## config.mk

```make
export PLATFORM = sky130hd
export DESIGN_NAME = piso_stream
export DESIGN_NICKNAME = d
export VERILOG_FILES = /design/src/rtl/piso_stream_pkg.sv /design/src/rtl/piso_stream_shift_core.sv /design/src/rtl/piso_stream.sv
export SDC_FILE = /design/constraint.sdc
export NUM_CORES = 1
export LEC_CHECK = 0
export ABC_AREA = 1
export CORE_MARGIN = 2
export CORE_UTILIZATION = 30
export DETAILED_ROUTE_END_ITERATION = 12
export PLACE_DENSITY = 0.5
export SLEW_MARGIN = 5
export SYNTH_ARGS = -nofsm -noshare
export SYNTH_HDL_FRONTEND = slang
export SYNTH_SLANG_ARGS = --single-unit
```

## constraint.sdc

```tcl
create_clock -name clk -period 4.2 [get_ports clk]
set_input_delay 0.42 -clock clk [delete_from_list [all_inputs] [get_ports clk]]
set_output_delay 0.42 -clock clk [all_outputs]
set_load 0.05 [all_outputs]
```

## src/rtl/piso_stream_pkg.sv

```systemverilog
// Shared types and defaults for the piso_stream serialiser.
// Build option PISO_PARITY_EN (see piso_shift_core) adds a per-lane parity beat to every word.
package piso_stream_pkg;

    localparam int DATA_WIDTH         = 16;
    localparam int PISO_LANES_DEFAULT = 1;

    typedef enum logic {
        PISO_IDLE  = 1'b0,
        PISO_SHIFT = 1'b1
    } piso_state_e;

    // Wide enough to count BEATS+1 beats, so the parity build needs no other width.
    function automatic int piso_cnt_w(input int beats);
        return (beats < 1) ? 1 : $clog2(beats + 1);
    endfunction

endpackage

```

## src/rtl/piso_stream_shift_core.sv

```systemverilog
// Shift register, beat counter and (PISO_PARITY_EN) per-lane parity accumulator.
// load wins over step; the word's bit order is latched on load.
module piso_shift_core
    import piso_stream_pkg::*;
#(
    parameter int PW    = DATA_WIDTH * 2,
    parameter int LANES = PISO_LANES_DEFAULT
) (
    input  logic             clk,
    input  logic             rst,
    input  logic             load,
    input  logic             step,
    input  logic [PW-1:0]    word,
    input  logic             msb_first,
    output logic [LANES-1:0] beat,
    output logic             first,
    output logic             last
);
    localparam int BEATS = PW / LANES;
`ifdef PISO_PARITY_EN
    localparam int TOTAL = BEATS + 1;
`else
    localparam int TOTAL = BEATS;
`endif
    localparam int            CW       = piso_cnt_w(BEATS);
    localparam logic [CW-1:0] LAST_CNT = CW'(TOTAL - 1);

    logic [PW-1:0]    sr;
    logic             msb;
    logic [CW-1:0]    cnt;
    logic [LANES-1:0] data_beat;

    // The live beat always sits at the end the word is drained from.
    assign data_beat = msb ? sr[PW-1 -: LANES] : sr[LANES-1:0];
    assign first     = (cnt == '0);
    assign last      = (cnt == LAST_CNT);

    always_ff @(posedge clk) begin
        if (!rst) begin
            sr  <= '0;
            msb <= 1'b1;
            cnt <= '0;
        end else if (load) begin
            sr  <= word;
            msb <= msb_first;
            cnt <= '0;
        end else if (step) begin
            sr  <= msb ? (sr << LANES) : (sr >> LANES);
            cnt <= last ? '0 : cnt + CW'(1);
        end
    end

`ifdef PISO_PARITY_EN
    logic [LANES-1:0] acc;

    always_ff @(posedge clk) begin
        if (!rst || load) begin
            acc <= '0;
        end else if (step) begin
            acc <= acc ^ data_beat;
        end
    end

    assign beat = last ? acc : data_beat;
`else
    assign beat = data_beat;
`endif

endmodule

```

## src/rtl/piso_stream.sv

```systemverilog
// Multi-lane PISO serialiser: valid/ready intake, one-word hold buffer, IDLE/SHIFT FSM.
// PISO_PARITY_EN appends a parity beat per word (implemented in piso_shift_core).
module piso_stream
    import piso_stream_pkg::*;
#(
    parameter int PW    = DATA_WIDTH * 2,
    parameter int LANES = PISO_LANES_DEFAULT
) (
    input  logic             clk,
    input  logic             rst,
    input  logic             in_valid,
    output logic             in_ready,
    input  logic [PW-1:0]    p_in,
    input  logic             msb_first,
    input  logic             ce,
    output logic [LANES-1:0] s_out,
    output logic             out_valid,
    output logic             sof,
    output logic             eof
);
    if (PW % LANES != 0) begin : g_bad_lanes
        $error("piso_stream: PW must be a multiple of LANES");
    end

    typedef struct packed {
        logic          msb;
        logic [PW-1:0] data;
    } word_t;

    piso_state_e      state;
    word_t            hold;
    logic             hold_full;
    word_t            in_word;
    word_t            load_word;
    logic             accept;
    logic             consume;
    logic             free;
    logic             load;
    logic             first;
    logic             last;
    logic [LANES-1:0] beat;

    assign in_ready  = rst && !hold_full;
    assign accept    = in_valid && in_ready;
    assign out_valid = (state == PISO_SHIFT);
    assign consume   = out_valid && ce;
    assign free      = !out_valid || (consume && last);
    assign load      = free && (hold_full || accept);
    assign in_word   = {msb_first, p_in};
    assign load_word = hold_full ? hold : in_word;

    // in_ready is low whenever hold is full, so a hold->shifter move never coincides
    // with a new accept; the hold simply empties.
    always_ff @(posedge clk) begin
        if (!rst) begin
            state     <= PISO_IDLE;
            hold      <= '0;
            hold_full <= 1'b0;
        end else begin
            case (state)
                PISO_IDLE:  if (load) state <= PISO_SHIFT;
                PISO_SHIFT: if (consume && last && !load) state <= PISO_IDLE;
                default:    state <= PISO_IDLE;
            endcase
            if (load && hold_full) begin
                hold_full <= 1'b0;
            end else if (!load && accept) begin
                hold      <= in_word;
                hold_full <= 1'b1;
            end
        end
    end

    piso_shift_core #(
        .PW    (PW),
        .LANES (LANES)
    ) u_core (
        .clk       (clk),
        .rst       (rst),
        .load      (load),
        .step      (consume),
        .word      (load_word.data),
        .msb_first (load_word.msb),
        .beat      (beat),
        .first     (first),
        .last      (last)
    );

    assign s_out = out_valid ? beat : '0;
    assign sof   = out_valid && first;
    assign eof   = out_valid && last;

endmodule

```

==> results of run 1 <==
-- metal layers --
| metal | share of wire, % | global-route usage [%] | vias up |
|---|---|---|---|
| met2 | 44 | 23.1 | 53 |
| li1 | - | - | 2107 |
| met4 | 2.2 | 6.47 | 0 |
| met1 | 51 | 19.7 | 1755 |
| met5 | 0 | 0 | - |
| met3 | 2.5 | 2.20 | 15 |
-- cells by family (layout without fill, tap and decap cells) --
| logic type | count (synthesis) | after routing | synth area share (%) |
|---|---|---|---|
| AO/OA/AOI/OAI | 103 | 103 | 13.2 |
| XOR/XNOR | 4 | 4 | 0.878 |
| adder cells (fa/ha/maj) | 2 | 2 | 0.627 |
| buffers and inverters | 93 | 113 | 9.72 |
| flip-flops | 74 | 74 | 37.1 |
| AND/OR/NAND/NOR | 380 | 380 | 38.4 |
-- final cells by class --
class | instances | area share [%]
repair buffers | 50 | 10.0
inverters | 47 | 3.70
flip-flops and latches | 74 | 31.1
multi-input cells | 489 | 44.6
clock inverters | 2 | 0.210
well taps | 176 | 4.62
clock buffers | 14 | 5.75
-- power breakdown --
| part | leakage (nW) | internal, W | switching (W) |
|---|---|---|---|
| sequential | 0.605 | 0.000744 | 0.0000289 |
| combinational | 1.32 | 0.000103 | 0.000162 |
| clock | 0.143 | 0.000447 | 0.000291 |
-- state kept, by name, indices dropped and copies added (netlist names) --
signal,flops
u_core.sr,32
hold,33
hold_full,1
out_valid,1
u_core.cnt,6
u_core.msb,1
-- cell usage in the layout, fill, tap and decap left out --
cell	Yosys	final
nand4_1	1	1
buf_4	1	9
clkbuf_1	20	2
nand3_1	67	67
dfxtp_2	0	1
nor2_1	126	126
clkbuf_8	0	3
clkinv_2	0	2
nand3_2	1	1
dfxtp_1	74	73
nand2_1	177	177
a21oi_1	37	37
clkinv_1	1	1
xor2_1	3	3
o21ai_2	0	1
clkdlybuf4s50_1	0	41
nor3_1	4	4
xnor2_1	1	1
o211ai_1	5	5
clkbuf_16	0	9
and3_1	1	1
ha_1	2	2
inv_2	2	2
o21ai_0	60	60
inv_1	44	44
nand2_2	3	3
-- worst max-delay path by stage --
stage / startpoint / endpoint / slack (ps) / depth (start not counted)
2_1_floorplan: out_valid / sof / 1870 / 2
3_3_place_gp: ce / u_core.sr[31] / 1390 / 12
3_5_place_dp: ce / u_core.sr[31] / 1350 / 12
4_1_cts: u_core.msb / s_out / 1430 / 3
5_1_grt: u_core.msb / s_out / 1290 / 3
6_report: u_core.msb / s_out / 1450 / 3
-- metrics by stage --
step / instance area [um^2] / hold WS (ps) / utilization [%] / std cells
2_1_floorplan: 3990 / 458 / - / 656
3_3_place_gp: 4480 / 475 / 34.1 / 836
3_5_place_dp: 4480 / 479 / 34.1 / 836
4_1_cts: 4770 / 487 / 36.3 / 852
5_1_grt: 4770 / 504 / 36.3 / 852
6_report: 4770 / 485 / 36.3 / 852
-- worst max-delay path, cell delays in order (launching register included) --
cell	delay (ps)
dfxtp_1	690
o21ai_0	230
a21oi_1	220
clkdlybuf4s50_1	850
==> out/metrics.cfg, run 1 <==
[status]
outcome=completed

[sta]
tightestPinTransition_ps=687
hold_viol=0
rsz0062_at_grt=no
max_slew_margin_pct=54.1
period_minus_slack_ps=2750
tns_ps=0
setup_ws_ps=1450
setup_viol=0
slew_viol_final=0
finClkSkew_ps=5.70
fmax_mhz=364
finalCritPeriodShare_pct=65.4

[critical_path]
critPathLaunchType=flop
r2r_setup_slack_ps=1700
cp_data_arrival_time_ps=2330
r2r_cells=11
endpoint_kind=output port
path_class=reg2out
r2r_end=u_core.sr[31]
path_max_fanout=19
r2r-start=out_valid
critical_path_required_ps=3780

[drt]
drt_pass1_iterations=4
viasPerCell=4.61
drc=0
routed_wl_um=9980
routedWlPerCell_um=11.7
first_iter_violations=225
detail-route-antenna-nets=0
via_count=3930

[yosys]
synth_edf_count=0
synth_most_common_cell=nand2_1
async_flop_share_pct=0
yosys-top-cells-count=nand2_1 (177), nor2_1 (126), dfxtp_1 (74), nand3_1 (67), o21ai_0 (60)
synth_fp_nets=695
yosysTopAreaCell=dfxtp_1
ys.flop_type=dfxtp_1
ys_seq_area_share_pct=37.1
synthTopCellsByArea=dfxtp_1 (37%), nand2_1 (17%), nor2_1 (12%)
avgSynthCellArea_um2=6.08
yosys.area.top_type_share_pct=37.1
netlist_instances=656
synth-seq-cells=74
synth_cell_types=24
yosys_warnings=0
syn_area_um2=3990

[global_route]
globalRouteTotalUtil_pct=14.6
grt_max_degree=67
overflow=0
grt_pass1_wl_um=17000
antenna_found_initial=0
grt_pass1_vias=3658

[finish]
multi_input_area_um2=2130
diodes=0
fin_nets=710
fill_cells=1476
area_delta_synth_final_pct=19.4
drive_above_1_share_pct=4.59
seqCellArea_um2=1480

[floorplan]
ios=42
rows=42
die-area_um2=14200
die_w_um=119
die-height_um=119
core_area_um2=13100
initial_core_util_pct=30.4

[clocking]
clockBufferDepth=2
root_buffer=clkbuf_16
numCtsBuffers=9
cts_resized=0
cts.clk_slew.worst_paths_ps=60
cts_setup_buffers=0
clock-sinks=74
clk-insertion-delay-late_ps=340
cts_tree=yes
cts_max_level=3
cts_hold_buf=0

[pwr]
power_w=0.00178
ir_drop_uv=177
power.density_nw_per_um2=373
p_leak_nw=2.06

[run]
max-cap-violations=0

[hold_path]
min_path_type=reg2reg
worstHoldStart=u_core.cnt[0]
holdPathEnd=u_core.cnt[0]
min_delay_path_depth=2

[placed_design]
place_congestion=0.753
hpwlAfterDp_um=6340
port_buffers=41
dp_slack_ps=1350

Note: power is estimated with default switching activity, not from simulation.
==> run 2: changes to the inputs <==
- PLACE_DENSITY: 0.5 -> 0.51
- clock period: 4.2 -> 2.5 ns (I/O delays scaled with it)
==> out/metrics.cfg, run 2 (synthesis results as in run 1) <==
[clocking]
numCtsBuffers=9  ; unchanged
clk-insertion-delay-late_ps=340  ; about the same
cts.clk_slew.worst_paths_ps=60  ; about the same
clockBufferDepth=2  ; unchanged
cts_setup_buffers=0  ; unchanged
root_buffer=clkbuf_16
cts_tree=yes
clock-sinks=74  ; unchanged
cts_resized=0  ; unchanged
cts_max_level=3  ; unchanged
cts_hold_buf=0  ; unchanged

[critical_path]
cp_data_arrival_time_ps=2120  ; -210 ps
r2r_end=u_core.sr[7]
critical_path_required_ps=2250  ; -1530 ps
crit_cells=5  ; +2
endpoint_kind=output port
critPathBufInv=2  ; +1
max_stage_delay_ps=800  ; -50 ps
endpoint=eof
cp_top_family=buffers and inverters
r2r_cells=10  ; -1
path_class=reg2out
critPathLaunchType=flop
path_max_fanout=4  ; -15
path_cells=ha_1 > inv_1 > nor2_1 > and3_1 > clkdlybuf4s50_1
crit_start=u_core.cnt[1]
r2r-start=u_core.cnt[1]
cp_slowest_cell=clkdlybuf4s50_1
r2r_setup_slack_ps=580  ; -1120 ps

[global_route]
grt_pass1_vias=3536  ; -3.3%
globalRouteTotalUtil_pct=14.9  ; +0.29 points
antenna_found_initial=0  ; unchanged
grt_pass1_wl_um=17200  ; +1.4%
grt_max_degree=63  ; -6.0%
overflow=0  ; unchanged

[sta]
fmax_mhz=423
finClkSkew_ps=7.97  ; +2.27 ps
period_minus_slack_ps=2370
setup_viol=0  ; unchanged
hold_viol=0  ; unchanged
rsz0062_at_grt=no
tightestPinTransition_ps=627  ; -60.5 ps
slew_viol_final=0  ; unchanged
finalCritPeriodShare_pct=94.6
max_slew_margin_pct=58.2  ; +4.1 points
holdWs_ps=481  ; -4.41 ps
tns_ps=0  ; unchanged

[pwr]
p_leak_nw=2.10  ; +1.6%
power.density_nw_per_um2=631  ; +69%
ir_drop_uv=281  ; +59%
power_w=0.00304  ; +71%

[placed_design]
place_congestion=0.760  ; +0.90%
port_buffers=41  ; unchanged
post_dp_cell_area_um2=4540  ; +1.2%
hpwlAfterDp_um=6600  ; +4.1%

[run]
max-cap-violations=0  ; unchanged

[drt]
routed_wl_um=10100  ; +0.86%
drc=0  ; unchanged
via_count=3928  ; -0.051%
detail-route-antenna-nets=0  ; unchanged
viasPerCell=4.60  ; -0.28%
drt_pass1_iterations=4  ; unchanged
first_iter_violations=215  ; -4.4%
routedWlPerCell_um=11.8  ; +0.63%

[floorplan]
die-area_um2=14200  ; unchanged
ios=42  ; unchanged
rows=42  ; unchanged
die-height_um=119  ; unchanged
die_w_um=119  ; unchanged
core_area_um2=13100  ; unchanged
initial_core_util_pct=30.4  ; unchanged

[finish]
regMostFlops=hold
fin_nets=713  ; +0.42%
postLayoutCellArea_um2=4820  ; +1.2%
reg.largest.list=hold (33), u_core.sr (32), u_core.cnt (6)
layout_common_cells=nand2_1 (177), nor2_1 (126), dfxtp_1 (73), nand3_1 (67), o21ai_0 (60)
largest_reg_flops=33  ; unchanged
diodes=0  ; unchanged
fill_cells=1456  ; -1.4%
area_delta_synth_final_pct=20.9
final_common_cell=nand2_1
drive_above_1_share_pct=5.16  ; +0.58 points

[hold_path]
min_delay_path_depth=2  ; unchanged
min_path_type=reg2reg

[status]
outcome=completed

run 2: cell count changes in the layout (fill, tap and decap cells not counted):
cell	change
buf_12	+3
buf_4	+2
clkbuf_8	-2
clkdlybuf4s50_1	-2
bufinv_16	+1
run 2: worst min path at each step:
stage                             from            to
final                     u_core.sr[3]  u_core.sr[3]
after global placement    u_core.sr[2]  u_core.sr[2]
after global routing      u_core.sr[2]  u_core.sr[2]
after floorplan                p_in[0]       hold[0]
after CTS                 u_core.sr[2]  u_core.sr[2]
after detailed placement  u_core.sr[2]  u_core.sr[2]
run 2: through the flow:
stage | std cells | setup slack [ps] | util, %
CTS | 854 | 120 | 36.7
floorplan | 656 | 339 | -
global route | 854 | 72.8 | 36.7
global placement | 839 | 448 | 34.5
finish | 854 | 135 | 36.7
detailed placement | 839 | 378 | 34.5
run 2: metal layers:
layer | track usage, % | share of wire [%]
met1 | 20.8 | 51
met5 | 0 | 0
met3 | 2.06 | 3.5
met2 | 22.9 | 44
met4 | 6.40 | 1.5
run 2: worst register-to-register path, cell delays in order (launching register included):
cell     delay [ps]
dfxtp_1         380
ha_1            180
inv_1            40
nor2_1          180
nand3_2         130
nand2_2          90
nand2_2         260
buf_4           330
nand2_1          80
nand2_1          50
a21oi_1         120
run 2: layout make-up:
class / count / area, um^2 / area share (%)
clock inverters: 3 / 40.0 / 0.830
repair buffers: 53 / 533 / 11.0
clock buffers: 12 / 246 / 5.11
flip-flops and latches: 74 / 1480 / 30.7
multi-input cells: 489 / 2130 / 44.1
well taps: 176 / 220 / 4.56
inverters: 47 / 176 / 3.66
run 2: where the power goes:
part	internal [W]	leakage (nW)	switching [W]
registers	0.00125	0.605	0.0000448
logic	0.000182	1.35	0.000276
clock network	0.000792	0.142	0.000497
total	0.00222	2.10	0.000818
==> run 3: changes to the inputs <==
- CTS_CLUSTER_SIZE: not set -> 20
==> results of run 3 <==
Final layout, timing and power as in run 2 (identical DEF).
==> RTL change 1 (settings of run 3) <==
The option `PISO_PARITY_EN` is turned on by a define.
--- a/src/rtl/piso_stream_shift_core.sv
+++ b/src/rtl/piso_stream_shift_core.sv
@@ -1,4 +1,6 @@
 // Shift register, beat counter and (PISO_PARITY_EN) per-lane parity accumulator.
 // load wins over step; the word's bit order is latched on load.
+`define PISO_PARITY_EN
+
 module piso_shift_core
     import piso_stream_pkg::*;
Function: same outputs for any inputs over 10 cycles, from zero or initial values and one cycle with rst low; that may be too few to reach the edited logic, so the function may still have changed.
==> RTL change 1 against run 3 <==
- routed wire length decreased by 2.7%
- cell area shrank 2.1%
- critical endpoint is now s_out
- combinational power fell by 1%
- area after synthesis fell by 1.6%
- cell count down 7.3%
- total power down 2.0%
- sequential cell count rose by 1
- setup slack better by 0.29 ns
- critical path type unchanged
==> RTL change 1: results (changes against run 3) <==
synthesized net count=639 (-8.1%); Cell Count, Final, Fillers Out=792 (-7.3%); Critical path origin=u_core.cnt[0]; DR WL met3=356 um (+0.28%); GR Util met2=20.85% (-2.1 points); comb pwr=0.000453 W (-1%); status=complete, no violations; slowest stage delay, CP=0.33 ns (-0.47 ns); mux cell area share after synthesis=0% (unchanged); final net count=655 (-8.1%); Synth top cells by count=nand2_1 (116), o21ai_0 (84), dfxtp_1 (75); DP Wirelength=6457 um (-2.2%); Max VDD drop=0.2748 mV (-2.2%); critical path capture point=s_out; Worst Hold Path EP=hold[31]; synth top area cells=dfxtp_1 (38%), nand2_1 (11%), o21ai_0 (11%); Synth Area in Compound Gates=22.48% (+9.3 points); met2 wire length=4298 um (-3.6%); total track usage=14.09% (-0.79 points); Clk network pwr share=40.9% (-1.5 points); layout cells sized above 1=6.129% (+0.97 points); M3 GR Usage=2.654% (+0.60 points); RR Startpoint=u_core.cnt[0]; Static Leak=1.781 nW (-15%); Worst R2R End=u_core.sr[10]; number of global-route vias before repair=3304 (-6.6%); setup ws final=0.4232 ns (+0.2886 ns); placed insts=777 (-7.4%); min-delay src=hold[31]; Vias/cell=4.798 (+4.3%); Slowest cell on crit path=dfxtp_1; pin count of the biggest net entering global routing=67 (+6.3%); Fin Hold WS=0.4459 ns (-0.03511 ns); Setup WS pre-CTS=0.3682 ns (-0.009921 ns); Worst Skew=0.006996 ns (-0.0009734 ns); Critical Path Fanout Max=3 (-1); R2R cell count=11 (+1); Metal-1 WL=4999 um (-2.0%); Iteration-0 DRC Markers=218 (+1.4%); flop-to-flop setup slack=0.45 ns (-0.13 ns); Avg Inst Size Synth=6.548 um^2 (+7.6%); hold depth=2 (unchanged); crit-path leading delay family=simple AND/OR/NAND/NOR gates; met1 GRT Util=20.23% (-0.59 points); Worst Path Arrival=1.83 ns (-0.29 ns); Sequential Power Share=43.8% (+1.2 points); routed len/inst=12.35 um (+4.9%); sequential element share of the synthesized area=38.22% (+1.1 points); clk_lat worst skew=0.33 ns; Least-Margin Pin Slew=0.6401 ns (+0.01355 ns); DP Area=4439 um^2 (-2.2%); adder-cell area share of the yosys netlist=0.6369% (+0.010 points); Switch Pwr=0.0007923 W (-3.1%); global-route wire length before repair=16220 um (-5.9%)
[RTL change 1: timing repair]
action / 4_1_cts / 5_1_grt
gates resized for setup: 0 / 1
hold endpoints to repair: 0 / 0
setup endpoints to repair: 0 / 1
[RTL change 1: tightest hold or removal path, cell delays in order (launching register included)]
cell and delay, ns:
dfxtp_1 0.29, inv_1 0.05, a21oi_1 0.05
[RTL change 1: cell type report]
class / instances / area (um^2)
fillers: 1442 / 8000
multi-input cells: 426 / 2003
flip-flops and latches: 75 / 1503
repair buffers: 52 / 525.5
clock buffers: 13 / 270.3
well taps: 172 / 215.2
inverters: 52 / 195.2
clock inverters: 2 / 10.01
[RTL change 1: logic make-up (layout without fill, tap and decap cells)]
group,count (synthesis),count (layout)
buf+inv,99,119
simple gates,247,247
compound gates,173,173
xor+xnor,4,4
fa+ha+maj,2,2
flops,75,75
==> RTL change 2 (flow settings as in run 3) <==
Without the edit above. Set the package constant `DATA_WIDTH` to 32 (it was 16).
--- a/src/rtl/piso_stream_pkg.sv
+++ b/src/rtl/piso_stream_pkg.sv
@@ -3,5 +3,5 @@
 package piso_stream_pkg;
 
-    localparam int DATA_WIDTH         = 16;
+    localparam int DATA_WIDTH         = 32;
     localparam int PISO_LANES_DEFAULT = 1;
 
Ports: changed (resized p_in); port bits go from 42 to 74. The function was not compared with the original's and may differ.
==> RTL change 2 against run 3 <==
- sequential share of layout area up 1.2 points
- first-iteration DRC count rose to 3.0 times the old value
- setup slack worse by 0.027 ns
- critical path depth fell by 2
- sequential cell count grew 65
- clock skew increased by 0.00077 ns
- total power increased by 89%
- area after synthesis rose by 80%
- core utilization increased by 0.37 points
- routed wire length up 91%
- cell area rose by 81%
- register-to-register slack worse by 0.06 ns
- cell count increased by 72%
==> RTL change 2: results (changes against run 3) <==
combinational power share=14.7% (-0.4 points); Fill cells=2585 (+78%); Synth Area in XOR/XNOR=0.2434% (-0.63 points); status=complete, no violations; placed insts=1441 (+72%); Setup WS pre-CTS=0.3366 ns (-0.04145 ns); I/O Buffers=73 (+78%); flop-to-flop setup slack=0.52 ns (-0.06 ns); Least-Margin Pin Slew=0.7909 ns (+0.1644 ns); routability cong.=0.7836 (+3.2%); Unique masters post-synth=25 (+4.2%); Synth top cells by count=nand2_1 (210), o21ai_0 (189), dfxtp_1 (139); Power, Total=0.005752 W (+89%); critical path capture point=sof; Static Leak=3.235 nW (+54%); global-route wire length before repair=32330 um (+88%); sequential element share of the synthesized area=38.66% (+1.5 points); Vias/cell=4.781 (+4.0%); Vias=7038 (+79%); fin crit period=2.392 ns (+0.02683 ns); H-tree Lvls=4 (+1); Critical path origin=out_valid; seq pwr=0.00244 W (+88%); pin count of the biggest net entering global routing=128 (+100%); Post-Route WL=19210 um (+91%); Worst Skew=0.008740 ns (+0.0007707 ns); Avg Inst Size Synth=6.375 um^2 (+4.8%); Worst R2R End=u_core.sr[35]; synthesized net count=1200 (+73%); number of global-route vias before repair=6422 (+82%); Iteration-0 DRC Markers=635 (+200%); total track usage=15.33% (+0.44 points)
==> RTL change 2: cell count changes after synthesis, sizes merged, moves of 2 or more <==
cell / before / now
nand2: 180 / 212
xor2: 3 / 1
buf: 26 / 44
dfxtp: 74 / 139
nand3: 68 / 132
inv: 46 / 81
a211oi: 0 / 2
o21ai: 61 / 190
clkbuf: 20 / 53
a21oi: 37 / 135
==> RTL change 2: worst min-delay path: stages, from the launching register on <==
cell and delay (ns):
dfxtp_1 0.30, inv_1 0.06, a21oi_1 0.05
==> RTL change 2: worst min-delay path by stage <==
stage | startpoint | end | slack, ns | depth (start not counted)
2_1_floorplan | hold[61] | hold[61] | 0.42 | 2
3_3_place_gp | hold[63] | hold[63] | 0.44 | 2
3_5_place_dp | hold[47] | hold[47] | 0.44 | 2
4_1_cts | hold[25] | hold[25] | 0.45 | 2
5_1_grt | hold[24] | hold[24] | 0.47 | 2
6_report | hold[47] | hold[47] | 0.45 | 2
==> RTL change 2: per-layer routing <==
| layer | GRT usage, % | up-vias | wire length (um) |
|---|---|---|---|
| li1 | - | 3742 | - |
| met1 | 21.07 | 3178 | 9743 |
| met2 | 24.06 | 99 | 8594 |
| met3 | 3.187 | 19 | 588 |
| met4 | 4.835 | 0 | 281 |
| met5 | 0 | - | 0 |
==> RTL change 2: area by class of cell <==
type / count / area [um^2] / share of cell area, %
multi-input combinational: 812 / 3727 / 42.69
sequential: 139 / 2788 / 31.92
timing repair buffer: 90 / 938.4 / 10.75
clock buffer: 25 / 515.5 / 5.903
tap: 319 / 399.1 / 4.571
inverter: 81 / 304.0 / 3.482
clock inverter: 6 / 60.06 / 0.6878
